File: src/rtl/histogram_engine.sv
// Event histogram: counts events into 2^BIN_AW bins, streams them out as NB beats on dump_req or bin overflow.
// Latency: event visible in bin next cycle; dump beats start the cycle after DUMP entry, one per accepted beat; in_ready=0 while busy.
module histogram_engine #(
  parameter int BIN_AW        = 6,
  parameter int CNT_W         = 4,
  parameter int CLEAR_ON_DUMP = 1
) (
  input  logic              clk,
  input  logic              bin_reset,
  input  logic              in_valid,
  input  logic [BIN_AW-1:0] in_bin,
  output logic              in_ready,
  input  logic              sat_mode,
  input  logic              dump_req,
  output logic              out_valid,
  input  logic              out_ready,
  output logic [CNT_W-1:0]  out_data,
  output logic [BIN_AW-1:0] out_index,
  output logic              out_last,
  output logic              busy,
  output logic              ovf
);

  localparam int NB = 1 << BIN_AW;
  localparam logic [CNT_W-1:0]  MAX      = '1;
  localparam logic [CNT_W-1:0]  CNT_ONE  = {{(CNT_W-1){1'b0}}, 1'b1};
  localparam logic [CNT_W-1:0]  MAX_M1   = MAX - CNT_ONE;
  localparam logic [BIN_AW-1:0] LAST_IDX = '1;
  localparam logic [BIN_AW-1:0] IDX_ONE  = {{(BIN_AW-1){1'b0}}, 1'b1};

  typedef enum logic [1:0] {ACCUM, DUMP, CLEAR} state_t;

  state_t            state_q, state_d;
  logic [CNT_W-1:0]  bins_q [NB];
  logic [CNT_W-1:0]  bins_d [NB];
  logic [BIN_AW-1:0] k_q, k_d;
  logic              ovf_q, ovf_d;

  logic              accept;
  logic              beat_fire;
  logic              is_last;
  logic [CNT_W-1:0]  cur_cnt;

  assign in_ready  = (state_q == ACCUM);
  assign busy      = ~in_ready;
  assign out_valid = (state_q == DUMP);
  assign is_last   = (k_q == LAST_IDX);
  assign accept    = in_valid && in_ready;
  assign beat_fire = out_valid && out_ready;
  assign cur_cnt   = bins_q[in_bin];
  assign out_index = k_q;
  assign out_last  = out_valid && is_last;
  assign out_data  = out_valid ? bins_q[k_q] : '0;
  assign ovf       = ovf_q;

  always_comb begin
    state_d = state_q;
    k_d     = k_q;
    ovf_d   = ovf_q;
    bins_d  = bins_q;
    case (state_q)
      ACCUM: begin
        if (accept) begin
          if (cur_cnt == MAX) begin
            ovf_d = 1'b1;
          end else begin
            bins_d[in_bin] = cur_cnt + CNT_ONE;
            // sat_mode is taken from the accepting cycle only
            if (!sat_mode && (cur_cnt == MAX_M1)) state_d = DUMP;
          end
        end
        if (dump_req) state_d = DUMP;
        if (state_d == DUMP) begin
          k_d = '0;
          if (CLEAR_ON_DUMP == 0) ovf_d = 1'b0;
        end
      end
      DUMP: begin
        if (beat_fire) begin
          k_d = k_q + IDX_ONE;
          if (is_last) begin
            k_d     = '0;
            state_d = (CLEAR_ON_DUMP != 0) ? CLEAR : ACCUM;
          end
        end
      end
      CLEAR: begin
        for (int i = 0; i < NB; i++) bins_d[i] = '0;
        ovf_d   = 1'b0;
        state_d = ACCUM;
      end
      default: state_d = ACCUM;
    endcase
  end

  always_ff @(posedge clk or posedge bin_reset) begin
    if (bin_reset) begin
      state_q <= ACCUM;
      k_q     <= '0;
      ovf_q   <= 1'b0;
      for (int i = 0; i < NB; i++) bins_q[i] <= '0;
    end else begin
      state_q <= state_d;
      k_q     <= k_d;
      ovf_q   <= ovf_d;
      for (int i = 0; i < NB; i++) bins_q[i] <= bins_d[i];
    end
  end

endmodule

File: config.mk
export PLATFORM = sky130hd
export DESIGN_NAME = histogram_engine
export DESIGN_NICKNAME = d
export VERILOG_FILES = /design/src/rtl/histogram_engine.sv
export SDC_FILE = /design/constraint.sdc
export NUM_CORES = 1
export LEC_CHECK = 0
export BUFFER_PORTS_ARGS = -buffer_cell sky130_fd_sc_hd__buf_2
export CELL_PAD_IN_SITES_DETAIL_PLACEMENT = 1
export CELL_PAD_IN_SITES_GLOBAL_PLACEMENT = 1
export CORE_UTILIZATION = 50
export CTS_CLUSTER_SIZE = 20
export DETAILED_ROUTE_END_ITERATION = 8
export PLACE_DENSITY = 0.89
export SLEW_MARGIN = 20
export SYNTH_ARGS = -nofsm -noshare
export SYNTH_HDL_FRONTEND = slang
export SYNTH_SLANG_ARGS = --single-unit
File: constraint.sdc
create_clock -name clk -period 10.4 [get_ports clk]
set_input_delay 2.08 -clock clk [delete_from_list [all_inputs] [get_ports clk]]
set_output_delay 2.08 -clock clk [all_outputs]
set_load 0.01 [all_outputs]
### Word-level counts from Yosys, hierarchy flattened

Index checks and enable logic that the tools add are counted.

* bits in registers: 265
* bits of input ports: 12
* output and inout port bits: 15
* logic and storage cells: 128

* add/sub/neg operators: 2
* magnitude comparators: 3
* equality and inequality tests: 12
* multiplexer cells: 28
* bitwise gates (word level): 3
* reductions and logical operators: 13

Operators with widths (count)
* $mux W256: 2
* $pmux W256 S2: 1
* $bwmux W256: 1
* $bmux W4 S6: 2
* $demux W4 S6: 1
* $mux W4: 6
* $mux W6: 3
* $ge A7 B7 Y1 const B: 2
* $mux W2: 7
* $not A6 Y7: 2
* $pmux W6 S2: 1
* $ne A2 B1 Y1 const B: 5
* $reduce_and A3 Y1: 3
* $eq A4 B4 Y1 const B: 2
* $lt A7 B1 Y1 const B: 1
* $add A6 B1 Y6 const B: 1
* $eq A6 B6 Y1 const B: 1
* $logic_and A1 B1 Y1: 5
* $add A4 B1 Y4 const B: 1
* $eq A2 B1 Y1 const B: 2
* $pmux W2 S2: 1
* $reduce_bool A2 Y1: 2
* $eq A2 B2 Y1 const B: 1
* $logic_not A2 Y1: 1
* other kinds (6): 7

### Depth between registers and ports, before layout

* depth after elaboration: 14
* gate-level depth with buffers: 18

### Worst setup path after synthesis

OpenSTA, ideal clock, no wires.

* path kind: in2reg
* start point: input in_bin[0]
* end point: register bins_q[10] (netlist name)
* setup time: 0.122 ns
* arrival: 5.240 ns
* required time: 10.278 ns
* setup slack: 5.039 ns
* stages on the path: 15
* cells stage by stage: buf_6 buf_6 buf_6 mux2_1 a221o_1 a22o_1 o2bb2ai_1 or4_4 ha_1 clkbuf_1 xor2_1 and3_1 buf_2 buf_2 a32o_1

* word-level cells in the longest chain between the ends: 9

RTL lines
* from (decl): RTL line 11 `input logic [BIN_AW-1:0] in_bin,`
* $not A6 Y7 (implied by the code) (*): RTL line 50, 67
* $bmux W4 S6, or another cell as far along: RTL line 50 `assign cur_cnt = bins_q[in_bin];`
* $mux W4 (implied by the code) / $logic_and A1 B1 Y1 (equally long branches): RTL line 50, 67
* $mux W4, on equally long branches: RTL line 50, 67
* $add A4 B1 Y4 / $demux W4 S6 (equally long branches): RTL line 67 `bins_d[in_bin] = cur_cnt + CNT_ONE;`
* $bwmux W256: RTL line 67
* $mux W256: RTL line 64 `if (cur_cnt == MAX) begin`
* $mux W256: RTL line 63 `if (accept) begin`
* $pmux W256 S2: RTL line 61 `case (state_q)`
* to (decl): RTL line 34 `logic [CNT_W-1:0] bins_q [NB];`

Mark *: on every way between the ends. The rest lies on a longest branch, timed or not. The select of a mux whose other input is x is not followed.
A chain may end at the register's enable or synchronous reset.

### Worst setup path after layout

* start point: input in_bin[2]
* end point: register bins_q[238] (netlist name)

Same word-level chain as after synthesis.

==> results.toml <==
[power]
power_density_nw_per_um2 = 239.5
p_leak_nw = 8.367
peakVddDrop_mv = 0.1607

[synthesis]
syn_avg_cell_area_um2 = 10.74
ys_seq_elements = 265
synth_most_common_cell = "nand2_1"
syn-num-nets = 1477
syn-cell-area_um2 = 15700
ys.flop_type = "dfrtp_1"
synth-edff-count = 0
synth_area_leaders = "dfrtp_1 (42%), mux2i_1 (16%), mux4_2 (9.8%)"
yosys.area.top_type = "dfrtp_1"
synthArstFlopShare_pct = 100.0
synth_common_cells = "nand2_1 (285), dfrtp_1 (265), mux2i_1 (257)"
synth-seq-area-share_pct = 42.25
synth_warnings = 0
yosysTopAreaCellShare_pct = 42.25
syn_inst = 1462
ys_types = 65

[setup_path]
reg2reg_depth = 9
cpMostUsedCell = "o2bb2ai_1"
worstPathMaxFanout = 30
path_class = "primary input to flop"
cp_cell_sequence = "buf_2, clkinv_1, a221o_1, a22o_1, o2bb2ai_1, or4_4, ha_1, xor2_1, nand3_1, o2bb2ai_1"
start_kind = "primary input"
arrival_ns = 7.20
r2r-end = "bins_q[238]$_DFFE_PP0P_"
cpMaxStageDelayCell = "clkinv_1"
cp-end-kind = "flop"
worstPathRequired_ns = 10.85
r2r_slack_ns = 6.19
r2r_start = "bins_q[109]$_DFFE_PP0P_"
cp_slowest_stage_delay_ns = 0.94

[global_route]
grtUsageTotal_pct = 37.06
overflow = 0
antenna_found_initial = 0
grt_max_degree = 139
grt_pass1_wl_um = 87970
grt_pass1_vias = 13900

[clock_network]
root_buffer = "clkbuf_16"
htree_levels = 1
hold_buffers = 0
cts_buffers = 29
clock_latency_ns = 0.57
post_cts_buffers = 0
clock-sinks = 265
clk_pin_slew_ns = 0.07
cts_resized = 0
clk_path_buf_depth = 3
cts_tree = "built"

[die]
core_area_um2 = 30750
die_height_um = 179.2
die_w_um = 179.2
num_rows = 64
pin_count = 27
die_area_um2 = 32110
start_util_pct = 51.05

[worst_hold_path]
hold_path_end = "ovf$_DFFE_PP0P_"
hold_depth = 1
hold_class = "flop to flop"
min_from = "ovf$_DFFE_PP0P_"

[sta]
period_needed_ns = 6.754
finalHoldViolCount = 0
rsz0062_at_grt = "false"
slew_headroom_pct = 25.06
tightest_slew_ns = 1.122
clock_skew_ns = 0.01411
tns_ns = 0
fin_hold_ws_ns = 0.4891
setup_viol = 0
max_freq_mhz = 148.1
slew_violations = 0
fin_crit_sh_pct = 64.95

[final_layout]
fin_nets = 1428
instances_no_fill = 1831
drive_above_1_share_pct = 15.26
fillers = 3258
syn2layout_area_growth_pct = 7.876
diodes = 0

[route]
drt_iter0_drc = 1705
vias = 13310
totalWireLength_um = 57380
drc = 4
firstDrtPassIters = 7
drtAntennaViolNets = 0
wl_per_cell_um = 31.34
drt-vias-per-instance = 7.268

[place]
routabilityCongestion = 0.9618
dp_hpwl_um = 38130
io_buffers = 26
dp.cells = 1778

[job]
maxCapViolations = 0

[outcome]
outcome = "finished with violations"
violations = "design-rule violations"
[area by class of cell]
type	count	area, um^2	share of cell area (%)
Sequential cell	265	6636	39.19
Inverter	11	48.80	0.2882
Clock inverter	18	188.9	1.116
Tap cell	396	495.5	2.926
Timing Repair Buffer	47	297.8	1.759
Multi-Input combinational cell	1059	8477	50.06
Clock buffer	35	788.3	4.655
[per-stage QoR]
stage / util [%] / worst slack [ns] / power, mW / instance area (um^2)
6_report: 55.07 / 3.646 / 4.056 / 16930
5_1_grt: 55.07 / 3.599 / 4.201 / 16930
4_1_cts: 55.03 / 3.926 / 4.022 / 16920
3_5_place_dp: 51.86 / 3.336 / 2.954 / 15950
3_3_place_gp: 51.85 / 3.486 / 2.871 / 15940
2_1_floorplan: - / 1.023 / 2.440 / 15700
[layer usage]
metal  up-vias  track usage [%]  wire [um]
li1       5347                -          -
met1      6863            48.43      21880
met2       836            58.38      26430
met3       262            6.743       5262
met4         0            20.34       3796
met5         -                0          0
[placed cells by master, fill, tap and decap left out, types with 5 or more instances in the layout]
cell type   count
mux2_2         25
nand2_1       284
dfrtp_1       263
o21ai_0        12
clkbuf_16      29
a22oi_1        20
a221o_1         5
and2_1         28
nor2b_1         7
o221ai_1       21
a221oi_1       17
mux2i_1       257
o22ai_1        22
a211oi_1       18
a31oi_1        18
nor3_1          7
clkinvlp_4      5
clkinv_2        7
o2bb2ai_1      26
a21oi_1        14
buf_2          25
mux4_2         68
nor2_1         55
buf_4          20
a31o_2          8
nand2b_1        7
o32ai_1         5
and3_1          7
inv_1           7
nand3_1        29
a32o_1         36
[worst max-delay path: cells and delay by family]
kind / cells / cell delay, ns
AOI/OAI and AO/OA: 4 / 1.42
xor gates and xnor gates: 1 / 0.42
adders and majority gates: 1 / 0.34
buffers and inverters: 2 / 1.53
and+or+nand+nor: 2 / 1.39
[worst max path at each step]
stage,slack [ns],start,to
after detailed placement,3.34,in_bin[2],bins_q[238]$_DFFE_PP0P_
after global routing,3.60,in_bin[2],bins_q[238]$_DFFE_PP0P_
after CTS,3.93,in_bin[2],bins_q[238]$_DFFE_PP0P_
after floorplan,1.02,bin_reset,bins_q[0]$_DFFE_PP0P_
final,3.65,in_bin[2],bins_q[238]$_DFFE_PP0P_
after global placement,3.49,in_bin[2],bins_q[238]$_DFFE_PP0P_
[power by group]
group | switching (mW) | internal (mW) | total (mW)
sequential | 0.297 | 1.26 | 1.56
clock | 0.458 | 0.615 | 1.07
combinational | 0.851 | 0.573 | 1.42
total | 1.61 | 2.45 | 4.06
[kinds of logic after synthesis]
kind of cell	count (synthesis)	synth area share, %
simple gates	455	12.71
mux	352	28.08
flops	265	42.25
compound gates	248	12.67
buf+inv	138	4.002
fa+ha+maj	3	0.2392
xor+xnor	1	0.05581
[sequential cells by signal (all words and copies together), names as in the netlist]
register / cells
out_index: 6
state_q: 2
ovf: 1
bins_q: 256
Note: power is estimated with default switching activity, not from simulation.
